## config.mk

```make
export PLATFORM = sky130hd
export DESIGN_NAME = switch_debouncer
export DESIGN_NICKNAME = d
export VERILOG_FILES = /design/src/rtl/debounce_pkg.sv /design/src/rtl/switch_debouncer_sync.sv /design/src/rtl/switch_debouncer.sv
export SDC_FILE = /design/constraint.sdc
export NUM_CORES = 1
export LEC_CHECK = 0
export ABC_AREA = 1
export CAP_MARGIN = 20
export CELL_PAD_IN_SITES_DETAIL_PLACEMENT = 0
export CELL_PAD_IN_SITES_GLOBAL_PLACEMENT = 2
export CORE_ASPECT_RATIO = 0.7
export CORE_UTILIZATION = 24
export CTS_CLUSTER_SIZE = 30
export DETAILED_ROUTE_END_ITERATION = 10
export PLACE_DENSITY_LB_ADDON = 0.2
export SYNTH_ARGS = -nofsm -noshare
export SYNTH_HDL_FRONTEND = slang
export SYNTH_SLANG_ARGS = --single-unit
```

## constraint.sdc

```tcl
create_clock -name clk -period 3.4 [get_ports clk]
set_input_delay 0.68 -clock clk [delete_from_list [all_inputs] [get_ports clk]]
set_output_delay 0.68 -clock clk [all_outputs]
set_load 0.02 [all_outputs]
```

## src/rtl/debounce_pkg.sv

```systemverilog
// -----------------------------------------------------------------------------
// debounce_pkg
// Shared definitions for the switch debouncer:
//   state_e             - 2-bit FSM state encoding (Gray-ordered around the loop
//                         LOW -> CHK_HIGH -> HIGH -> CHK_LOW, one bit per step)
//   STABLE_CYCLES_DEF   - default qualification length in synchronized cycles
// No ports (package).
// -----------------------------------------------------------------------------
package debounce_pkg;

  typedef enum logic [1:0] {
    S_LOW      = 2'b00,
    S_CHK_HIGH = 2'b01,
    S_HIGH     = 2'b11,
    S_CHK_LOW  = 2'b10
  } state_e;

  localparam int unsigned STABLE_CYCLES_DEF = 32'd4;

endpackage : debounce_pkg

```

## src/rtl/switch_debouncer_sync.sv

```systemverilog
// -----------------------------------------------------------------------------
// sync_2ff
// Two-flop synchronizer bringing an asynchronous level into the clk domain.
// Ports:
//   clk - sampling clock (rising edge)
//   rst - asynchronous active-low reset, clears both flops
//   d   - asynchronous input level
//   q   - synchronized level, two clk edges after d settles
// -----------------------------------------------------------------------------
module sync_2ff (
  input  logic clk,
  input  logic rst,
  input  logic d,
  output logic q
);

  logic meta_q;

  // Two-stage capture; the first flop may go metastable, the second settles it.
  always_ff @(posedge clk or negedge rst) begin
    if (!rst) begin
      meta_q <= 1'b0;
      q      <= 1'b0;
    end else begin
      meta_q <= d;
      q      <= meta_q;
    end
  end

endmodule : sync_2ff

```

## src/rtl/switch_debouncer.sv

```systemverilog
// -----------------------------------------------------------------------------
// switch_debouncer
// Debounces a bouncing mechanical switch. raw_in is synchronized, and a new
// level is accepted only after it holds for STABLE_CYCLES+1 consecutive
// synchronized samples (one sample to enter the check state, STABLE_CYCLES
// counted while checking). Any reversal while checking aborts with no pulse.
// Ports:
//   clk    - single clock, rising edge
//   rst    - asynchronous active-low reset
//   raw_in - raw switch level (asynchronous, may bounce)
//   D      - debounced level (registered)
//   rise   - one-cycle pulse when D goes 0->1 (registered)
//   fall   - one-cycle pulse when D goes 1->0 (registered)
//   busy   - high while a candidate level change is being qualified (registered)
// -----------------------------------------------------------------------------
module switch_debouncer
  import debounce_pkg::*;
#(
  parameter int unsigned STABLE_CYCLES = STABLE_CYCLES_DEF
) (
  input  logic clk,
  input  logic rst,
  input  logic raw_in,
  output logic D,
  output logic rise,
  output logic fall,
  output logic busy
);

  localparam int unsigned       CNT_W    = $clog2(STABLE_CYCLES);
  localparam logic [CNT_W-1:0]  CNT_LAST = CNT_W'(STABLE_CYCLES - 32'd1);

  logic             sync_s;
  state_e           state_q, state_d;
  logic [CNT_W-1:0] cnt_q, cnt_d;
  logic             d_q, d_d;
  logic             rise_q, rise_d;
  logic             fall_q, fall_d;
  logic             busy_q, busy_d;

  sync_2ff u_sync (
    .clk (clk),
    .rst (rst),
    .d   (raw_in),
    .q   (sync_s)
  );

  // Next-state, counter and pulse decode.
  always_comb begin
    state_d = state_q;
    cnt_d   = cnt_q;
    rise_d  = 1'b0;
    fall_d  = 1'b0;
    case (state_q)
      S_LOW: begin
        if (sync_s) begin
          state_d = S_CHK_HIGH;
          cnt_d   = '0;
        end else begin
          state_d = S_LOW;
        end
      end
      S_CHK_HIGH: begin
        if (!sync_s) begin
          state_d = S_LOW;
          cnt_d   = '0;
        end else if (cnt_q == CNT_LAST) begin
          state_d = S_HIGH;
          cnt_d   = '0;
          rise_d  = 1'b1;
        end else begin
          cnt_d   = cnt_q + CNT_W'(1);
        end
      end
      S_HIGH: begin
        if (!sync_s) begin
          state_d = S_CHK_LOW;
          cnt_d   = '0;
        end else begin
          state_d = S_HIGH;
        end
      end
      S_CHK_LOW: begin
        if (sync_s) begin
          state_d = S_HIGH;
          cnt_d   = '0;
        end else if (cnt_q == CNT_LAST) begin
          state_d = S_LOW;
          cnt_d   = '0;
          fall_d  = 1'b1;
        end else begin
          cnt_d   = cnt_q + CNT_W'(1);
        end
      end
      default: begin
        state_d = S_LOW;
        cnt_d   = '0;
      end
    endcase
    // Outputs are decoded from the next state so the registered copies line
    // up with the state they describe.
    d_d    = (state_d == S_HIGH)     || (state_d == S_CHK_LOW);
    busy_d = (state_d == S_CHK_HIGH) || (state_d == S_CHK_LOW);
  end

  // State, counter and registered outputs.
  always_ff @(posedge clk or negedge rst) begin
    if (!rst) begin
      state_q <= S_LOW;
      cnt_q   <= '0;
      d_q     <= 1'b0;
      rise_q  <= 1'b0;
      fall_q  <= 1'b0;
      busy_q  <= 1'b0;
    end else begin
      state_q <= state_d;
      cnt_q   <= cnt_d;
      d_q     <= d_d;
      rise_q  <= rise_d;
      fall_q  <= fall_d;
      busy_q  <= busy_d;
    end
  end

  assign D    = d_q;
  assign rise = rise_q;
  assign fall = fall_q;
  assign busy = busy_q;

endmodule : switch_debouncer

```

; After elaboration in Yosys (flattened, before gate mapping)
; Index checks and enable logic that the tools add are counted.
[totals]
reg_bits = 10
wordCells = 40
[op_classes]
addsub = 1
mux = 18
eq_ne = 9
reduce_logical = 4
[op_table]
columns = op, n
row1 = $mux W2, 9
row2 = $pmux W2 S4, 2
row3 = $eq A2 B2 Y1 const B, 5
row4 = $mux W1, 7
row5 = $eq A2 B1 Y1 const B, 2
row6 = $add A2 B1 Y2 const B, 1
row7 = $logic_not A2 Y1, 1
row8 = $logic_or A1 B1 Y1, 2
row9 = $ne A2 B1 Y1 const B, 1
row10 = $ne A2 B2 Y1 const B, 1
row11 = $reduce_and A2 Y1, 1

; Longest topological paths before layout
; Gate-level depths: netlist of run 1.
[depth]
word_depth = 6
depth_mapped = 9
ltp_nobuf = 9

; Hierarchy
; From an unflattened synthesis of run 1, not the netlist that was laid out.
[hier_totals]
hier_cells = 62
hier_area_um2 = 541.8
[modules_own_cells]
columns = mod, cells_each, seq_area_each_um2, n_inst, area_each_um2
row1 = switch_debouncer, 60, 200.2, 1, 491.7
row2 = sync_2ff, 2, 50.0, 1, 50.0

; Worst setup path after synthesis of run 1
; Ideal clock, no wire load.
[synth_path]
kind = register to register
start = reg state_q[0]
end = reg d_q (netlist: D)
setup_time_ns = 0.127
period_less_slack_ns = 1.566
path_slack_ns = 1.834
arrival_time_ns = 1.438
stages_incl_launch_ff = 9
n_path_buf = 0
cell_sequence = dfrtp_1 > inv_1 > ha_1 > inv_1 > nand2_1 > nor2_1 > a21oi_1 > ha_1 > or2_2
[synth_between]
elab_chain_len = 5
[synth_rtl]
columns = item, line
row1 = "start, declared", switch_debouncer.sv:34  ; state_e state_q, state_d;
row2 = "start signal, assigned", switch_debouncer.sv:116  ; state_q <= state_d;
row3 = $mux W2 (on tied branches), "switch_debouncer.sv:87, switch_debouncer.sv:67"
row4 = $mux W2 (on tied branches), "switch_debouncer.sv:84, switch_debouncer.sv:64"
row5 = $pmux W2 S4 *, switch_debouncer.sv:54  ; case (state_q)
row6 = via state_d[0], switch_debouncer.sv:34
row7 = $eq A2 B2 Y1, switch_debouncer.sv:102  ; d_d = (state_d == S_HIGH) || (state_d == S_CHK_LOW);
row8 = $logic_or A1 B1 Y1 *, switch_debouncer.sv:102
row9 = via d_d, switch_debouncer.sv:36  ; logic d_q, d_d;
row10 = "end signal, assigned", switch_debouncer.sv:111  ; d_q <= 1'b0;
row11 = "end signal, assigned", switch_debouncer.sv:118  ; d_q <= d_d;
row12 = "end, declared", switch_debouncer.sv:36
; The timed path passes the listed nets; every way through them passes the cells marked *.
; A chain may end at the register's enable or synchronous reset.

; Worst setup path after layout of run 1
[layout_path]
start = reg busy_q (netlist: busy)
end = out busy
[layout_rtl]
columns = item, line
row1 = "start, declared", switch_debouncer.sv:39  ; logic busy_q, busy_d;
row2 = "start signal, assigned", switch_debouncer.sv:121  ; busy_q <= busy_d;
row3 = "end, declared", switch_debouncer.sv:27  ; output logic busy
; No word-level cell between the ends.

==> summary.md, run 1 <==
| Metric | Value |
|---|---|
| Layout cells sized above 1 | 0.0870 |
| Top Ports | 7 |
| Max_slew headroom | 0.714 |
| Finished Cell Area | about 650 um2 |
| Final setup TNS | 0 ns |
| Total CTS buffers | 3 |
| Non-filler cells, final | 91 |
| Fin Hold WS | approximately 0.38 ns |
| Pwr dens | about 570 mW/mm2 |
| Via count | between 300 and 400 |
| Hold path endpoint | u_sync.q$_DFF_PN0_ |
| Site row count | 13 |
| Reg2Reg Setup Slack | around 1.7 ns |
| N_diodes | 0 |
| Via density | a little under 4 |
| Area grow syn2layout | 23.7% |
| Max Cap Viol | 0 |
| Final Max Slew Viols | 0 |
| TritonCTS Sinks | 10 |
| H-tree depth | 1 |
| Clock slew at reported path FFs | ~0.060 ns |
| Antenna violations before repair | 0 |
| Synth Warn # | 0 |
| Sequential fraction of the synthesis area | 0.480 |
| DR DRC count | 0 |
| Cell family with most CP delay | buffers and inverters |
| Die height | around 41 um |
| Post-Syn Instances | a little under 60 |
| Die X | between 50 and 60 um |
| WHS Path Cells | 0 |
| Final Hold Viols | 0 |
| Startpoint Class | flip-flop |
| ANT nets after route | 0 |
| Setup violators final | 0 |
| Crit-path slowest cell | clkdlybuf4s50_1 |
| Max incr delay on CP | around 0.60 ns |
| Final period utilization | 0.547 |
| Post-DP Area | ~610 um2 |
| Startpoint of the worst hold path | u_sync.meta_q$_DFF_PN0_ |
| CTS resizes | 0 |
| CP Capture Type | output pin |
| Hold Path Class | reg2reg |
| Slew @ Worst Pin | approximately 0.43 ns |
| CP Cell Sequence | clkdlybuf4s50_1 |
| Setup repair after global routing missed its margin | false |
| Starting Density | 0.267 |
| Number of placed instances, taps included | 87 |
| Layout Nets | a little over 80 |
| VDD IR max | about 0.11 mV |
| Overflow after GRT | 0 |
| Crit path kind | reg2out |
| Critical Path RT | between 2 and 3 ns |
| Syn avg cell area | roughly 9 um2 |
| Port bufs | 6 |
| Synthesized area | 522 um2 |
| Clock tree buffer depth | 2 |
| Levels on crit path | 1 |
| Root Buffer | clkbuf_4 |
| Tot Pwr | 0.370 mW |
| First-pass GRT wire length | around 1600 um |
| Total iterations of the first detailed-routing run | 2 |
| Buf+Inv Stages, Crit Path | 1 |
| Worst R2R Path Depth | 8 |
| Reg-to-reg endpoint | D$_DFF_PN0_ |
| Post-CTS Hold Buffers | 0 |
| Minimum clock period | approximately 1.9 ns |
| Synth Net Count | 70 |
| Post-synthesis cell type count | 13 |
| Wire length per cell | roughly 10 um |
| Placeable Area | 0.00195 mm2 |
| Worst Skew | 0.00120 ns |
| CP max FO | 1 |
| Postcts setup bufs | 0 |
| Routed WL | ~910 um |
| Die area | between 0.002 and 0.0025 mm2 |
| Leakage | ~0.33 nW |
| Vias in the first global route | 327 |
| Post-DP HPWL | a little over 700 um |
| Number of fillers in the final layout | 209 |
| Tot GR Track Use | 0.0943 |
| Iter 0 DRT Violations | 2 |
| Arr. time, crit path | between 1 and 1.5 ns |
| Flops & latches, synth | 10 |
| Peak Freq | 0.538 GHz |
| Reg2reg start | state_q[1]$_DFF_PN0_ |
| Clock latency on the worst-skew pair | around 0.25 ns |
| Status | finished, final reports clean |
| Placer congestion estimate | between 0.7 and 0.8 |
| TritonCTS clock tree | built |
| Largest net degree at the start of global routing | 11 |
## flip-flops by register name, indices dropped and copies added, names as in the netlist
name,count
cnt_q,2
state_q,2
D,1
busy,1
fall,1
rise,1
u_sync.meta_q,1
u_sync.q,1
## layer usage
metal	routed length, um	track usage	share of wire	vias up
met4	0	0.0714	0	0
met5	0	0	0	-
met2	324	0.113	0.36	6
li1	-	-	-	200
met3	26	0.0126	0.029	0
met1	559	0.146	0.61	149
## synth_stat cells, drive strengths merged
cell | instances | share of area
nand2 | 16 | 0.12
dfrtp | 10 | 0.48
ha | 8 | 0.19
inv | 8 | 0.058
nor2 | 8 | 0.058
o21ai | 3 | 0.029
a21oi | 2 | 0.019
nand3 | 1 | 0.0096
nand3b | 1 | 0.014
nor3 | 1 | 0.0096
or2 | 1 | 0.012
## through the flow
step           utilization  setup slack (ns)
2_1_floorplan            -              1.83
3_3_place_gp         0.312              1.64
4_1_cts              0.331              1.52
5_1_grt              0.331              1.48
3_5_place_dp         0.312              1.69
6_report             0.331              1.54
## logic make-up (layout without fill, tap and decap cells)
kind of cell	Yosys count	in the layout	share of synthesized area
and+or+nand+nor	28	28	0.223
DFF	10	10	0.480
AOI/OAI and AO/OA	5	5	0.0480
buffers and inverters	8	18	0.0576
adders and majority gates	8	8	0.192
## layout by cell type, fill, tap and decap left out
cell | synthesis | layout
dfrtp_1 | 10 | 10
o21ai_1 | 2 | 2
o21ai_0 | 1 | 1
ha_1 | 8 | 8
clkdlybuf4s50_1 | 0 | 6
clkbuf_8 | 0 | 1
nor2_1 | 8 | 8
nand3_1 | 1 | 1
nor3_1 | 1 | 1
inv_1 | 8 | 8
nand2_2 | 1 | 1
nand2_1 | 15 | 15
clkbuf_4 | 0 | 3
or2_2 | 1 | 1
a21oi_1 | 2 | 2
nand3b_1 | 1 | 1
## final cells by class
cell class	count	area, um2	share of cell area
Timing Repair Buffer	6	60.1	0.0930
Tap cell	22	27.5	0.0426
Sequential cell	10	250	0.388
Inverter	8	30.0	0.0465
Multi-Input combinational cell	41	241	0.374
Clock buffer	4	36.3	0.0562
## power by group
group	internal, mW	leakage, nW	switching, mW
sequential	0.136	0.131	0.0162
combinational	0.0476	0.177	0.0678
clock	0.0649	0.0210	0.0373
total	0.249	0.328	0.121
## worst max-delay path by stage
stage                                     from          end
after floorplan           state_q[0]$_DFF_PN0_  D$_DFF_PN0_
after global placement    state_q[0]$_DFF_PN0_  D$_DFF_PN0_
after detailed placement  state_q[0]$_DFF_PN0_  D$_DFF_PN0_
after CTS                       busy$_DFF_PN0_         busy
after global routing      state_q[0]$_DFF_PN0_  D$_DFF_PN0_
final                           busy$_DFF_PN0_         busy
No activity file was read; power rests on OpenSTA's default activity.
==> run 2: changes to the inputs <==
- clock period: 3.4 -> 1.53 ns (I/O delays scaled with it)
==> run 2 against run 1 <==
Setup slack worse by 1.5 ns. Hold slack worse by 0.011 ns. Sequential cell count stayed put. Sequential power is 130% higher. Final cell count is 18% higher. Sequential share of layout area is 9.5 points lower. Clock power is 74% higher. Critical path depth is 7 higher. Critical path type is now reg2reg. Critical endpoint is now D$_DFF_PN0_.
==> summary.md, run 2 (synthesis results as in run 1) <==
| Metric | Value |
|---|---|
| Register area | 253 um2 (+1.0%) |
| Met1 WL | 560 um (+0.18%) |
| Startpoint Class | flip-flop |
| Clock slew at reported path FFs | 0.06 ns (about the same) |
| Layout Nets | 98 (+21%) |
| Most frequent cells in the layout | buf_4 (17), nand2_1 (13), dfrtp_1 (8) |
| Arr. time, crit path | 1.67 ns (+0.49 ns) |
| Crit path kind | reg2reg |
| Top Ports | 7 (unchanged) |
| Final Hold Viols | 0 (unchanged) |
| Pwr dens | 1160 mW/mm2 (+100%) |
| TritonCTS Sinks | 10 (unchanged) |
| H-tree depth | 1 (unchanged) |
| DR WL met2 | 588 um (+81%) |
| Die X | 57.7 um (unchanged) |
| Minimum clock period | ~1.5 ns |
| Total CTS buffers | 3 (unchanged) |
| Max layer used | met4 |
| Met3 routed WL | 58 um (+120%) |
| Hold Path Class | in2async |
| Wire length per cell | 11.4 um (+14%) |
| Starting Density | 0.267 (unchanged) |
| Area grow syn2layout | 65.7% |
| VDD IR max | 0.255 mV (+120%) |
| Root Buffer | clkbuf_4 |
| Vias in the first global route | 399 (+22%) |
| Leakage | 0.434 nW (+32%) |
| Final Max Slew Viols | 0 (unchanged) |
| First-pass GRT wire length | 1860 um (+20%) |
| Total iterations of the first detailed-routing run | 4 (+2) |
| Most common cell after layout, fill and taps aside | buf_4 |
| Critical Path RT | 1.68 ns (-1.04 ns) |
| Max_slew headroom | 0.690 (-0.0234) |
| Layout cells sized above 1 | 0.482 (+0.395) |
| Clock tree buffer depth | 2 (unchanged) |
| Via density | 4.22 (+8.3%) |
| Max Cap Viol | 0 (unchanged) |
| Place WS | -0.113 ns (-1.81 ns) |
| Setup violators final | 0 (unchanged) |
| ANT nets after route | 0 (unchanged) |
| Largest registers | cnt_q (2), state_q (2) |
| Port bufs | 6 (unchanged) |
| Site row count | 13 (unchanged) |
| Routed WL | 1220 um (+34%) |
| N_diodes | 0 (unchanged) |
| Tot GR Track Use | 0.119 (+0.0245) |
| Number of fillers in the final layout | 199 (-4.8%) |
| Final setup margin | 0.00387 ns (-1.54 ns) |
| Placeable Area | 0.00195 mm2 (unchanged) |
| Via count | 452 (+27%) |
| Antenna violations before repair | 0 (unchanged) |
| Die height | 41.0 um (unchanged) |
| Slew @ Worst Pin | 0.463 ns (+0.0349 ns) |
| Area occupied by multi-input gates | 337 um2 (+39%) |
| Die area | 0.00237 mm2 (unchanged) |
| Worst Skew | 0.000259 ns (-0.000938 ns) |
| Setup repair after global routing missed its margin | true |
| Status | finished, final reports clean |
| Peak Freq | between 0.6 and 0.7 GHz |
| Final setup TNS | 0 ns (unchanged) |
| CP max FO | 4 (+3) |
| Iter 0 DRT Violations | 7 (+5) |
| CP Capture Type | flip-flop |
| Post-DP HPWL | 738 um (+3.9%) |
| Placer congestion estimate | 0.816 (+13%) |
| Tot Pwr | 1.00 mW (+170%) |
| Largest net degree at the start of global routing | 11 (unchanged) |
| DR DRC count | 0 (unchanged) |
| TritonCTS clock tree | built |
| Final period utilization | 0.997 |
| Overflow after GRT | 0 (unchanged) |
| Clock latency on the worst-skew pair | 0.26 ns (about the same) |
## run 2: cell count changes in the layout (fill, tap and decap cells not counted), sizes merged
cell           change
clkdlybuf4s50      -2
clkbuf             -1
buf               +17
dlymetal6s2s       +2
## run 2: worst paths after layout
check                                   startpoint                    to  slack, ns  cells past startpoint
min in group clk           u_sync.meta_q$_DFF_PN0_    u_sync.q$_DFF_PN0_       0.37                      0
setup reg to reg              state_q[0]$_DFF_PN0_           D$_DFF_PN0_      0.004                      8
setup / recovery              state_q[0]$_DFF_PN0_           D$_DFF_PN0_      0.004                      8
hold reg to reg            u_sync.meta_q$_DFF_PN0_    u_sync.q$_DFF_PN0_       0.37                      0
max in group asynchronous                      rst  state_q[1]$_DFF_PN0_       0.82                      1
hold / removal                                 rst        rise$_DFF_PN0_       0.37                      1
## run 2: timing repair
item | 4_1_cts | 5_1_grt
setup endpoints to repair | 2 | 4
setup buffers | 5 | 3
resized for setup | 16 | 8
pin swaps | 5 | 6
hold buffers | 0 | 0
## run 2: metal layers
layer  vias to the layer above  track usage
met5                         -            0
met4                         0       0.0714
met2                         8        0.206
met1                       206        0.135
li1                        236            -
met3                         2       0.0379
## run 2: critical path, cell delays in order (launching register included)
cell,delay [ns]
dfrtp_2,0.46
inv_2,0.08
ha_4,0.16
inv_2,0.06
nand2_2,0.04
nor2_2,0.12
a21oi_2,0.08
ha_2,0.17
or2_4,0.23
## run 2: per-stage QoR
stage,cells,hold slack [ns],utilization,area (um2)
after floorplan,59,0.0104,-,532
after global placement,96,0.344,0.352,687
after CTS,104,0.373,0.415,810
final,107,0.366,0.443,865
after detailed placement,96,0.345,0.352,687
after global routing,107,0.391,0.443,865
## run 2: final cells by class
type                            count  area share
Multi-Input combinational cell     41       0.389
Sequential cell                    10       0.292
Timing Repair Buffer               23       0.223
Inverter                            8      0.0376
Tap cell                           22      0.0318
Clock buffer                        3      0.0260
## run 2: where the power goes
part	switching [mW]	internal (mW)	total, mW
sequential	0.0531	0.306	0.359
combinational	0.215	0.253	0.468
clock	0.0858	0.0907	0.177
total	0.354	0.650	1.00
==> run 3: changes to the inputs <==
- CELL_PAD_IN_SITES_DETAIL_PLACEMENT: 0 -> 1
==> run 3 against run 2 <==
The flow now finishes with violations (negative setup slack). Combinational power increased by 1%. Clock skew increased by 0.013 ns. Die area unchanged. Setup slack got worse by 0.030 ns. Final area decreased by 3.5%. Sequential power decreased by 2%. Clock power increased by 5%. Core utilization decreased by 1.5 points. Critical path depth increased by 1.
==> summary.md, run 3 (synthesis results as in run 1) <==
| Metric | Value |
|---|---|
| P_int | 0.635 mW (-2.2%) |
| Worst R2R Path Depth | 9 (+1) |
| Clock tree buffer depth | 2 (unchanged) |
| Area grow syn2layout | 60.0% |
| CP Cell Sequence | inv_2 > ha_4 > nand2_4 > nor2_4 > nor2_2 > nand2_1 > nand2_1 > ha_1 > or2_4 |
| Final setup margin | -0.0259 ns (-0.0297 ns) |
| Die area | 0.00237 mm2 (unchanged) |
| Non-filler cells, final | 105 (-1.9%) |
| Via density | 4.46 (+5.5%) |
| CP dominant cell by count | nand2_1 |
| NetSw | 0.375 mW (+5.9%) |
| Peak Freq | 0.643 GHz (-1.9%) |
| Number of fillers in the final layout | 233 (+17%) |
| Flop pwr share | 0.349 (-0.009) |
| TritonCTS Sinks | 10 (unchanged) |
| Clock slew at reported path FFs | 0.07 ns (about the same) |
| DR WL met2 | 583 um (-0.85%) |
| CP Capture Type | flip-flop |
| Die X | 57.7 um (unchanged) |
| Die height | 41.0 um (unchanged) |
| Max layer used | met4 |
| Failing checks | negative setup slack |
| CP max FO | 4 (unchanged) |
| First-pass GRT wire length | 2130 um (+14%) |
| Status | finished, violations left |
| Setup violators final | 1 (+1) |
| Via count | 468 (+3.5%) |
| Vias in the first global route | 463 (+16%) |
| Clock latency on the worst-skew pair | 0.28 ns (+0.02 ns) |
| Port bufs | 6 (unchanged) |
| Total CTS buffers | 3 (unchanged) |
| Final Max Slew Viols | 0 (unchanged) |
| Final period utilization | 1.02 (+0.0194) |
| Switch share | 0.371 (+0.0186) |
| Iter 0 DRT Violations | 2 (-5) |
| Tot Pwr | 1.01 mW (+0.64%) |
| Largest net degree at the start of global routing | 11 (unchanged) |
| ANT nets after route | 0 (unchanged) |
| Top Ports | 7 (unchanged) |
| Starting Density | 0.267 (unchanged) |
| Post-DP HPWL | 974 um (+32%) |
| Clock share of power | 0.184 (+0.008) |
| TritonCTS clock tree | built |
| Crit path kind | reg2reg |
| Total iterations of the first detailed-routing run | 2 (-2) |
| Met3 routed WL | 55 um (-5.2%) |
| Antenna violations before repair | 0 (unchanged) |
| Critical Path RT | 1.70 ns (+0.02 ns) |
| Startpoint Class | flip-flop |
| Overflow after GRT | 0 (unchanged) |
| Minimum clock period | 1.56 ns (+0.0297 ns) |
| Pwr dens | 1210 mW/mm2 (+4.3%) |
| H-tree depth | 1 (unchanged) |
| Layout Nets | 96 (-2.0%) |
| Wire length per cell | 12.5 um (+10%) |
| Crit-path slowest cell | dfrtp_1 |
| Post-CTS Hold Buffers | 0 (unchanged) |
| Tot GR Track Use | 0.132 (+0.0135) |
| Root Buffer | clkbuf_4 |
| Final core utilization | 0.428 (-0.0154) |
| Place WS | -0.115 ns (-0.00194 ns) |
| Arr. time, crit path | 1.72 ns (+0.05 ns) |
| Most frequent cells in the layout | buf_4 (15), nand2_1 (14), dfrtp_1 (9) |
| Max incr delay on CP | 0.43 ns (-0.03 ns) |
| Slew @ Worst Pin | 0.440 ns (-0.0237 ns) |
| Most common cell after layout, fill and taps aside | buf_4 |
| VDD IR max | 0.373 mV (+46%) |
| Placeable Area | 0.00195 mm2 (unchanged) |
| Number of placed instances, taps included | 96 (unchanged) |
| Met1 WL | 656 um (+17%) |
| Routed WL | 1320 um (+8.0%) |
| Layout cells sized above 1 | 0.482 (about the same) |
| N_diodes | 0 (unchanged) |
| Max Cap Viol | 0 (unchanged) |
| Max_slew headroom | 0.706 (+0.0158) |
| Worst Skew | 0.0130 ns (+0.0128 ns) |
| Leakage | 0.422 nW (-2.7%) |
| Final Hold Viols | 0 (unchanged) |
| Fin Hold WS | 0.334 ns (-0.0315 ns) |
| Largest registers | cnt_q (2), state_q (2) |
| Gate power share | 0.468 (about the same) |
| Placer congestion estimate | 0.816 (unchanged) |
| Site row count | 13 (unchanged) |
| DR DRC count | 0 (unchanged) |
| Hold Path Class | in2async |
| Setup repair after global routing missed its margin | true |
-- run 3: critical path: cells and delay by family, from the launching register on --
| kind | cells | cell delay [ns] |
|---|---|---|
| fa+ha+maj | 2 | 0.34 |
| buf+inv | 1 | 0.13 |
| flops | 1 | 0.43 |
| simple gates | 6 | 0.56 |
-- run 3: what timing repair did --
action | 4_1_cts | 5_1_grt
setup buffers | 5 | 1
endpoints found under the setup margin | 2 | 5
pin swaps | 8 | 4
gates resized for setup | 14 | 8
-- run 3: worst paths after layout --
| check | from | end | slack, ns |
|---|---|---|---|
| min reg2reg | u_sync.meta_q$_DFF_PN0_ | u_sync.q$_DFF_PN0_ | 0.36 |
| max in group asynchronous | rst | state_q[0]$_DFF_PN0_ | 0.87 |
| min in group clk | u_sync.meta_q$_DFF_PN0_ | u_sync.q$_DFF_PN0_ | 0.36 |
| min | rst | cnt_q[0]$_DFFE_PN0P_ | 0.33 |
| max | state_q[1]$_DFF_PN0_ | D$_DFF_PN0_ | -0.03 |
| max reg2reg | state_q[1]$_DFF_PN0_ | D$_DFF_PN0_ | -0.03 |
-- run 3: power by group through the flow --
stage,registers [mW],logic (mW),clock network [mW]
after floorplan,0.354,0.169,0
after global placement,0.345,0.342,0
after detailed placement,0.347,0.342,0
after CTS,0.347,0.448,0.192
after global routing,0.356,0.527,0.202
final,0.352,0.473,0.185
-- run 3: cell type report --
type                            instances  area [um2]  share of cell area
Tap cell                               22        27.5              0.0330
Multi-Input combinational cell         41         325               0.390
Sequential cell                        10         251               0.301
Inverter                                8        30.0              0.0360
Clock buffer                            3        22.5              0.0270
Timing Repair Buffer                   21         178               0.213
-- run 3: routing by layer --
layer | track usage | vias to the layer above
li1 | - | 230
met1 | 0.165 | 227
met2 | 0.215 | 7
met3 | 0.0473 | 4
met4 | 0.0536 | 0
met5 | 0 | -
-- run 3: stage by stage --
step           cell area (um2)  TNS (ns)
2_1_floorplan              532         0
3_3_place_gp               687    -0.200
3_5_place_dp               687    -0.212
4_1_cts                    796   -0.0191
5_1_grt                    835    -0.168
6_report                   835   -0.0259
